===== config.mk =====
export PLATFORM = sky130hd
export DESIGN_NAME = dmem_arbiter_flat
export DESIGN_NICKNAME = d
export VERILOG_FILES = /design/src/rtl/dmem_arbiter_pkg.sv /design/src/rtl/dmem_arbiter_if.sv /design/src/rtl/dmem_arbiter_rr_arb2.sv /design/src/rtl/dmem_arbiter.sv /design/src/flat_wrapper.sv
export SDC_FILE = /design/constraint.sdc
export NUM_CORES = 1
export LEC_CHECK = 0
export ABC_CLOCK_PERIOD_IN_PS = 3400
export CAP_MARGIN = 30
export CORE_MARGIN = 3
export CORE_UTILIZATION = 41
export DETAILED_ROUTE_END_ITERATION = 10
export GPL_TIMING_DRIVEN = 1
export PLACE_DENSITY = 0.8
export SYNTH_ARGS = -nofsm -noshare
export SYNTH_HDL_FRONTEND = slang
export SYNTH_HIERARCHICAL = 1
export SYNTH_SLANG_ARGS = --single-unit

===== constraint.sdc =====
create_clock -name clk_i -period 3.4 [get_ports clk_i]
set_input_delay 1.02 -clock clk_i [delete_from_list [all_inputs] [get_ports clk_i]]
set_output_delay 1.02 -clock clk_i [all_outputs]
set_load 0.01 [all_outputs]

===== src/rtl/dmem_arbiter_pkg.sv =====
// Shared types for the data-memory arbiter.
//   arb_state_e : arbiter FSM states
//   owner_t     : which requester owns the current transaction
package dmem_arbiter_pkg;

    typedef enum logic [1:0] {
        StIdle,
        StIssue,
        StWaitR,
        StResp
    } arb_state_e;

    typedef logic owner_t;

    localparam owner_t OWNER_CORE = 1'b0;
    localparam owner_t OWNER_DBG  = 1'b1;

endpackage


===== src/rtl/dmem_arbiter_if.sv =====
// Request/response bus between a requester and a responder.
//   master : drives req/we/addr/wdata/wstrb, receives gnt/rvalid/rdata
//            (err is only meaningful towards requesters and is not routed to the master)
//   slave  : receives req/we/addr/wdata/wstrb, drives gnt/rvalid/rdata/err
interface dmem_arbiter_if #(
    parameter int unsigned ADDR_W = 12
);
    logic              req;
    logic              we;
    logic [ADDR_W-1:0] addr;
    logic [31:0]       wdata;
    logic [3:0]        wstrb;
    logic              gnt;
    logic              rvalid;
    logic [31:0]       rdata;
    logic              err;

    modport master (
        output req, we, addr, wdata, wstrb,
        input  gnt, rvalid, rdata
    );

    modport slave (
        input  req, we, addr, wdata, wstrb,
        output gnt, rvalid, rdata, err
    );
endinterface


===== src/rtl/dmem_arbiter_rr_arb2.sv =====
// Combinational two-way pick between core (bit 0) and debug host (bit 1).
//   i_req        : request vector {m1, m0}
//   i_last_owner : owner of the previous transaction
//   i_fixed_prio : 1 = core wins ties, 0 = alternate on ties
//   o_valid      : at least one request present
//   o_owner      : selected requester
module dmem_arbiter_rr_arb2
    import dmem_arbiter_pkg::*;
(
    input  logic [1:0] i_req,
    input  owner_t     i_last_owner,
    input  logic       i_fixed_prio,
    output logic       o_valid,
    output owner_t     o_owner
);

    always_comb begin
        o_valid = |i_req;
        o_owner = OWNER_CORE;
        case (i_req)
            2'b01:   o_owner = OWNER_CORE;
            2'b10:   o_owner = OWNER_DBG;
            2'b11:   o_owner = i_fixed_prio ? OWNER_CORE : owner_t'(~i_last_owner);
            default: o_owner = OWNER_CORE;
        endcase
    end

endmodule


===== src/rtl/dmem_arbiter.sv =====
// Shares one data-memory/IO port between the core LSU (m0) and a debug/loader host (m1).
// One transaction outstanding at a time; each owner gets exactly one rvalid pulse per grant.
//   clk_i, rst_ni : clock, asynchronous active-low reset
//   m0, m1        : requester ports (slave side of the bus)
//   mem           : memory port (master side of the bus)
//   busy_o        : high whenever a transaction is in flight
module dmem_arbiter
    import dmem_arbiter_pkg::*;
#(
    parameter int unsigned ADDR_W     = 12,
    parameter bit          FIXED_PRIO = 1'b0,
    parameter int unsigned TIMEOUT    = 255
) (
    input  logic           clk_i,
    input  logic           rst_ni,
    dmem_arbiter_if.slave  m0,
    dmem_arbiter_if.slave  m1,
    dmem_arbiter_if.master mem,
    output logic           busy_o
);

    localparam logic [7:0] TimeoutCnt = 8'(TIMEOUT);

    arb_state_e        r_state, w_state_d;
    owner_t            r_owner, r_last_owner;
    logic              r_we;
    logic [ADDR_W-1:0] r_addr;
    logic [31:0]       r_wdata;
    logic [3:0]        r_wstrb;
    logic [7:0]        r_cnt, w_cnt_d;
    logic [31:0]       r_rdata, w_rdata_d;
    logic              r_err, w_err_d;

    logic   w_pick_valid;
    owner_t w_pick;
    logic   w_latch;
    logic   w_issue;
    logic   w_resp;

    dmem_arbiter_rr_arb2 u_pick (
        .i_req        ({m1.req, m0.req}),
        .i_last_owner (r_last_owner),
        .i_fixed_prio (FIXED_PRIO),
        .o_valid      (w_pick_valid),
        .o_owner      (w_pick)
    );

    always_comb begin
        w_state_d = r_state;
        w_cnt_d   = r_cnt;
        w_rdata_d = r_rdata;
        w_err_d   = r_err;
        w_latch   = 1'b0;
        unique case (r_state)
            StIdle: begin
                if (w_pick_valid) begin
                    w_latch   = 1'b1;
                    w_cnt_d   = '0;
                    w_state_d = StIssue;
                end
            end
            StIssue: begin
                if (mem.gnt) begin
                    if (r_we) begin
                        w_rdata_d = '0;
                        w_err_d   = 1'b0;
                        w_state_d = StResp;
                    end else begin
                        w_state_d = StWaitR;
                    end
                end else begin
                    w_cnt_d = r_cnt + 8'd1;
                    // Abort once TIMEOUT ungranted cycles have been spent in ISSUE.
                    if (w_cnt_d == TimeoutCnt) begin
                        w_rdata_d = '0;
                        w_err_d   = 1'b1;
                        w_state_d = StResp;
                    end
                end
            end
            StWaitR: begin
                if (mem.rvalid) begin
                    w_rdata_d = mem.rdata;
                    w_err_d   = 1'b0;
                    w_state_d = StResp;
                end
            end
            StResp: begin
                w_cnt_d   = '0;
                w_state_d = StIdle;
            end
            default: w_state_d = StIdle;
        endcase
    end

    always_ff @(posedge clk_i or negedge rst_ni) begin
        if (!rst_ni) begin
            r_state <= StIdle;
            r_cnt   <= '0;
            r_rdata <= '0;
            r_err   <= 1'b0;
        end else begin
            r_state <= w_state_d;
            r_cnt   <= w_cnt_d;
            r_rdata <= w_rdata_d;
            r_err   <= w_err_d;
        end
    end

    // Request latch; last_owner resets to the debug host so the core wins the first tie.
    always_ff @(posedge clk_i or negedge rst_ni) begin
        if (!rst_ni) begin
            r_owner      <= OWNER_CORE;
            r_last_owner <= OWNER_DBG;
            r_we         <= 1'b0;
            r_addr       <= '0;
            r_wdata      <= '0;
            r_wstrb      <= '0;
        end else if (w_latch) begin
            r_owner      <= w_pick;
            r_last_owner <= w_pick;
            if (w_pick == OWNER_DBG) begin
                r_we    <= m1.we;
                r_addr  <= m1.addr;
                r_wdata <= m1.wdata;
                r_wstrb <= m1.wstrb;
            end else begin
                r_we    <= m0.we;
                r_addr  <= m0.addr;
                r_wdata <= m0.wdata;
                r_wstrb <= m0.wstrb;
            end
        end
    end

    assign w_issue = (r_state == StIssue);
    assign w_resp  = (r_state == StResp);

    assign m0.gnt    = w_latch && (w_pick == OWNER_CORE);
    assign m1.gnt    = w_latch && (w_pick == OWNER_DBG);
    assign m0.rvalid = w_resp && (r_owner == OWNER_CORE);
    assign m1.rvalid = w_resp && (r_owner == OWNER_DBG);
    assign m0.rdata  = m0.rvalid ? r_rdata : '0;
    assign m1.rdata  = m1.rvalid ? r_rdata : '0;
    assign m0.err    = m0.rvalid & r_err;
    assign m1.err    = m1.rvalid & r_err;

    assign mem.req   = w_issue;
    assign mem.we    = w_issue & r_we;
    assign mem.addr  = w_issue ? r_addr : '0;
    assign mem.wdata = w_issue ? r_wdata : '0;
    assign mem.wstrb = w_issue ? r_wstrb : '0;

    assign busy_o = (r_state != StIdle);

endmodule


===== src/flat_wrapper.sv =====
// flat-port wrapper written by rule: the top's interface ports become plain ports
module dmem_arbiter_flat import dmem_arbiter_pkg::*;
#(
    parameter int unsigned ADDR_W     = 12,
    parameter bit          FIXED_PRIO = 1'b0,
    parameter int unsigned TIMEOUT    = 255
)
  (clk_i, rst_ni, busy_o, m0_req, m0_we, m0_addr, m0_wdata, m0_wstrb, m0_gnt, m0_rvalid, m0_rdata, m0_err, m1_req, m1_we, m1_addr, m1_wdata, m1_wstrb, m1_gnt, m1_rvalid, m1_rdata, m1_err, mem_req, mem_we, mem_addr, mem_wdata, mem_wstrb, mem_gnt, mem_rvalid, mem_rdata);
  dmem_arbiter_if #(.ADDR_W(ADDR_W)) m0_i ();
  dmem_arbiter_if #(.ADDR_W(ADDR_W)) m1_i ();
  dmem_arbiter_if #(.ADDR_W(ADDR_W)) mem_i ();
  input  logic clk_i;
  input  logic rst_ni;
  output logic busy_o;
  input wire logic [$bits(m0_i.req)-1:0] m0_req;
  input wire logic [$bits(m0_i.we)-1:0] m0_we;
  input wire logic [$bits(m0_i.addr)-1:0] m0_addr;
  input wire logic [$bits(m0_i.wdata)-1:0] m0_wdata;
  input wire logic [$bits(m0_i.wstrb)-1:0] m0_wstrb;
  output wire logic [$bits(m0_i.gnt)-1:0] m0_gnt;
  output wire logic [$bits(m0_i.rvalid)-1:0] m0_rvalid;
  output wire logic [$bits(m0_i.rdata)-1:0] m0_rdata;
  output wire logic [$bits(m0_i.err)-1:0] m0_err;
  input wire logic [$bits(m1_i.req)-1:0] m1_req;
  input wire logic [$bits(m1_i.we)-1:0] m1_we;
  input wire logic [$bits(m1_i.addr)-1:0] m1_addr;
  input wire logic [$bits(m1_i.wdata)-1:0] m1_wdata;
  input wire logic [$bits(m1_i.wstrb)-1:0] m1_wstrb;
  output wire logic [$bits(m1_i.gnt)-1:0] m1_gnt;
  output wire logic [$bits(m1_i.rvalid)-1:0] m1_rvalid;
  output wire logic [$bits(m1_i.rdata)-1:0] m1_rdata;
  output wire logic [$bits(m1_i.err)-1:0] m1_err;
  output wire logic [$bits(mem_i.req)-1:0] mem_req;
  output wire logic [$bits(mem_i.we)-1:0] mem_we;
  output wire logic [$bits(mem_i.addr)-1:0] mem_addr;
  output wire logic [$bits(mem_i.wdata)-1:0] mem_wdata;
  output wire logic [$bits(mem_i.wstrb)-1:0] mem_wstrb;
  input wire logic [$bits(mem_i.gnt)-1:0] mem_gnt;
  input wire logic [$bits(mem_i.rvalid)-1:0] mem_rvalid;
  input wire logic [$bits(mem_i.rdata)-1:0] mem_rdata;
  assign m0_i.req = m0_req;
  assign m0_i.we = m0_we;
  assign m0_i.addr = m0_addr;
  assign m0_i.wdata = m0_wdata;
  assign m0_i.wstrb = m0_wstrb;
  assign m0_gnt = m0_i.gnt;
  assign m0_rvalid = m0_i.rvalid;
  assign m0_rdata = m0_i.rdata;
  assign m0_err = m0_i.err;
  assign m1_i.req = m1_req;
  assign m1_i.we = m1_we;
  assign m1_i.addr = m1_addr;
  assign m1_i.wdata = m1_wdata;
  assign m1_i.wstrb = m1_wstrb;
  assign m1_gnt = m1_i.gnt;
  assign m1_rvalid = m1_i.rvalid;
  assign m1_rdata = m1_i.rdata;
  assign m1_err = m1_i.err;
  assign mem_req = mem_i.req;
  assign mem_we = mem_i.we;
  assign mem_addr = mem_i.addr;
  assign mem_wdata = mem_i.wdata;
  assign mem_wstrb = mem_i.wstrb;
  assign mem_i.gnt = mem_gnt;
  assign mem_i.rvalid = mem_rvalid;
  assign mem_i.rdata = mem_rdata;
  dmem_arbiter #(.ADDR_W(ADDR_W), .FIXED_PRIO(FIXED_PRIO), .TIMEOUT(TIMEOUT)) u_core (.clk_i(clk_i), .rst_ni(rst_ni), .m0(m0_i), .m1(m1_i), .mem(mem_i), .busy_o(busy_o));
endmodule

; After elaboration in Yosys (flattened, before gate mapping)
; Cells that the tools add are included.
[op_classes]
order_cmp = 0
shift = 0
n_bitwise = 6
n_addsub = 1
div = 0
reduce_logical = 12
muxes = 31
eq_ne = 11
multipliers = 0
[ops]
columns = op, count
row1 = $mux 32, 8
row2 = $pmux 32 s2, 1
row3 = $mux 12, 2
row4 = $pmux 8 s3, 1
row5 = $mux 8, 2
row6 = $add 8x1->8 const B, 1
row7 = $eq 2x2->1 const B, 4
row8 = $eq 8x8->1 const B, 1
row9 = $mux 1, 8
row10 = $mux 2, 4
row11 = $mux 4, 2
row12 = $pmux 2 s4, 1
row13 = $ne 2x2->1 const B, 3
row14 = $reduce_and 3->1, 2
row15 = $logic_and 1x1->1, 4
row16 = $pmux 1 s2, 2
row17 = $reduce_and 4->1, 1
row18 = $reduce_bool 2->1, 2
row19 = $and 1x1->1, 3
row20 = $ne 3x2->1 const B, 1
row21 = $ne 3x3->1 const B, 1
row22 = $not 1->1, 3
row23 = $reduce_bool 3->1, 1
row24 = $eq 2x1->1 const B, 1
row25 = 2 further kinds, 2
[word_totals]
latchBits = 0
ram_bits = 0
ff_bits = 94
romBits = 0
mem_count = 0
wordCells = 71

; Depth between registers and ports, before layout
; Gate-level depths: netlist of the first run.
[depth]
word_depth = 5
depth_mapped = 8
ltp_nobuf = 7

; Hierarchy
; The synthesis of the first run kept the hierarchy.
[modules_own_cells]
columns = mod, area_per_inst_um2, n_inst, cells_each
row1 = dmem_arbiter, 5267.6, 1, 577
row2 = dmem_arbiter_rr_arb2, 17.5, 1, 3

; Worst setup path before layout of the first run
; No wires, ideal clock.
[synth_timing]
path_kind = in2out
from = in m0_req
to = out m1_gnt
required_ns = 2.380
t_arrival_ns = 2.111
n_path_buf = 2
stages = 6
path_slack_ns = 0.269
path_cell_list = o21ai_1 -> and2_1 -> clkbuf_1 -> buf_1 -> nand3_1 -> inv_1
[synth_via]
word_cells_on_any_way = 7
[synth_rtl]
columns = item, line
row1 = from (decl), flat_wrapper.sv:15  ; input wire logic [$bits(m0_i.req)-1:0] m0_req;
row2 = $eq 2x2->1, dmem_arbiter_rr_arb2.sv:20  ; case (i_req)
row3 = $pmux 1 s2 *, dmem_arbiter_rr_arb2.sv:20
row4 = via u_core.w_pick, dmem_arbiter.sv:35  ; owner_t w_pick;
row5 = $logic_and 1x1->1 *, dmem_arbiter.sv:140  ; assign m1.gnt = w_latch && (w_pick == OWNER_DBG);
row6 = to (decl), flat_wrapper.sv:29  ; output wire logic [$bits(m1_i.gnt)-1:0] m1_gnt;
; Mark *: on every way through the listed nets, which the timed path passes. The rest lies on a longest branch.

; Worst setup path in the final report of the first run
; Ends and elaborated chain as after synthesis.

==> flow_summary.yaml, run 1 <==
final_layout:
  synthToLayoutAreaGrowth_pct: 57.2
  num_antenna_cells: 0
  post-route-util: 0.675
  drive_gt1_frac: 0.0426
  nets: 960
  final_cell_count_no_fill: 990
yosys:
  synth.cell_area_um2: 5290
  yosysTopAreaCell: "dfrtp_1"
  async_flop_share: 1.00
  yosysSeqAreaShare: 0.445
  synth.area.top_cells: "dfrtp_1, mux2i_1, and2_1"
  ys.flop_type: "dfrtp_1"
  ys.warnings.count: 6
  post_synth.cell_area_avg_um2: 9.11
  ys_ff_latch: 94
  synth_edf_count: 0
  synth_fp_nets: 723
  synthCells: 580
  synth_top_area_frac: 0.440
  synth_common_cells: "dfrtp_1, nand2_1, and2_1"
  ys_types: 37
drt:
  vias: 4846
  dr.first_iter.drc_count: 265
  drc: 0
  vias_per_cell: 4.89
  antenna_left: 0
  wl_mm: 15.2
  first_pass_iters: 4
  wl_per_cell_um: 15.3
timing:
  finalClockSkew_ps: 7.11
  fin_ws_ps: 153
  clock.fmax_mhz: 308
  finalSetupViolCount: 0
  timing.hold.ws_ps: 473
  report.final.hold_viol_count: 0
  maxSlewViolCount: 0
  rsz0062_at_grt: "no"
  min_period_ps: 3250
  worstMarginPinSlew_ps: 810
  slew_headroom: 0.460
  finalCritPeriodShare: 0.955
clock_network:
  cts-root-buf: "clkbuf_16"
  cts-resized-gates: 2
  clk_pin_slew_ps: 60
  post_cts_buffers: 0
  ctsLongestPathBuffers: 2
  cts_max_level: 3
  cts_buffers: 9
  cts_tree: "built"
  ctsHoldBuffers: 0
  clk_latency_ps: 330
  cts.sinks: 94
setup_path:
  cp.depth: 6
  path_cells: "clkdlybuf4s50_1, o21ai_1, and2_2, nand3_1, inv_1, dlygate4sd2_1"
  r2r_end: "u_core/r_err"
  r2r_start: "u_core/r_state[1]"
  r2r_slack_ps: 880
  cp.buffers_inverters: 3
  path_max_fanout: 3
  path_class: "in -> out"
  arrival_ps: 2230
  cp_slowest_cell: "clkdlybuf4s50_1"
  rr_worst_depth: 9
  crit_path_max_incr_delay_ps: 480
  crit_required_ps: 2380
  crit_path_start_kind: "input port"
  crit_family: "buffers and inverters"
  end_kind: "output port"
floorplan:
  core_um2: 12300
  dieArea_um2: 14300
  io_pins: 257
  fp.dieH_um: 120
  rows: 40
  start_util: 0.429
  die_x_um: 120
grt:
  grt_overflow: 0
  grt_pass1_vias: 4885
  antenna_found_initial: 0
  track_usage: 0.211
  grt_max_degree: 101
  grt_first_pass_wirelength_mm: 24.3
power:
  ir_worst_vdd_v: 0.000477
  p_leak_nw: 3.80
  powerDensity_nw_per_um2: 697
placement:
  pre_cts_slack_ps: -57.1
  place.gp.congestion: 0.786
  post-place-cells: 974
  hpwl_mm: 11.8
  port_buffers: 256
run_status:
  status: "completed"
worst_hold_path:
  min_path_type: "reg -> reg"
  whs_endpoint: "u_core/r_wdata[28]"
  hp-start: "u_core/r_wdata[28]"
  hold_path_depth: 2
run:
  maxCapViolations: 0
report_power, final:
group          switching [W]  total, W  internal (W)  leakage (nW)
Sequential          0.000300   0.00192       0.00162          1.21
Clock               0.000402   0.00111      0.000704         0.166
Combinational        0.00142   0.00276       0.00134          2.42
Total                0.00212   0.00579       0.00367          3.80
metrics by stage:
| step | cell area [um^2] | total power, W | setup TNS (ps) |
|---|---|---|---|
| CTS | 8310 | 0.00585 | 0 |
| global placement | 7970 | 0.00461 | 0 |
| global route | 8310 | 0.00622 | 0 |
| floorplan | 5290 | 0.00355 | 0 |
| finish | 8310 | 0.00579 | 0 |
| detailed placement | 7970 | 0.00472 | -88.0 |
worst register-to-register path, delay by kind of cell, from the launching register on:
| family | cells | cell delay (ps) |
|---|---|---|
| buffers and inverters | 3 | 720 |
| flip-flops | 1 | 430 |
| AND/OR/NAND/NOR | 2 | 420 |
| multiplexers | 1 | 370 |
| AO/OA/AOI/OAI | 2 | 330 |
| adder cells (fa/ha/maj) | 1 | 160 |
cells in the final DEF (no fill, tap or decap), types with 7 or more instances in the layout:
cell type / instances
mux2i_1: 81
nand2_1: 92
clkdlybuf4s50_1: 253
dfrtp_1: 93
clkbuf_16: 9
buf_4: 11
and3_1: 33
and2_1: 83
ha_1: 7
o21ai_0: 61
nor2_1: 7
inv_1: 39
state kept, by name, indices dropped and copies added (netlist names):
register             flops
u_core/r_addr           12
u_core/r_cnt             8
u_core/r_err             1
u_core/r_last_owner      1
u_core/r_owner           1
u_core/r_rdata          32
u_core/r_state           2
u_core/r_wdata          32
u_core/r_we              1
u_core/r_wstrb           4
cells by family (layout without fill, tap and decap cells):
group / Yosys count / after routing / share of synthesized area
other: 1 / 1 / 0.000710
buffers and inverters: 80 / 322 / 0.0618
AND/OR/NAND/NOR: 238 / 238 / 0.237
AO/OA/AOI/OAI: 76 / 76 / 0.0795
flip-flops: 94 / 94 / 0.445
multiplexers: 83 / 83 / 0.158
adder cells (fa/ha/maj): 7 / 7 / 0.0166
XOR/XNOR: 1 / 1 / 0.00166
per-layer routing:
metal,GRT usage,vias to the layer above,share of wire
met5,0,-,0
met4,0.0744,0,0.023
met3,0.0481,23,0.080
met2,0.367,220,0.49
met1,0.256,2221,0.40
li1,-,2382,-
worst max path at each step:
stage / startpoint / end
detailed placement: m0_req / m1_gnt
global placement: m0_req / m0_gnt
floorplan: m0_req / m1_gnt
CTS: u_core/r_state[1] / mem_wdata[4]
finish: m0_req / m1_gnt
global route: u_core/r_state[1] / mem_wdata[4]
cell type report:
| type | instances | area, um^2 |
|---|---|---|
| fillers | 988 | 4010 |
| repair buffers | 267 | 2650 |
| multi-input cells | 406 | 2610 |
| flip-flops and latches | 94 | 2350 |
| clock buffers | 13 | 270 |
| well taps | 168 | 210 |
| inverters | 39 | 146 |
| clock inverters | 3 | 65.1 |
Power figures use the tool's default switching activity.
==> run 2: changes to the inputs <==
--- a/config.mk
+++ b/config.mk
@@ -9,6 +9,7 @@
 export CAP_MARGIN = 30
 export CORE_MARGIN = 3
 export CORE_UTILIZATION = 41
+export CTS_CLUSTER_SIZE = 25
 export DETAILED_ROUTE_END_ITERATION = 10
 export GPL_TIMING_DRIVEN = 1
 export PLACE_DENSITY = 0.8
==> results of run 2 <==
No change in the layout: final DEF, timing and power equal those of run 1.
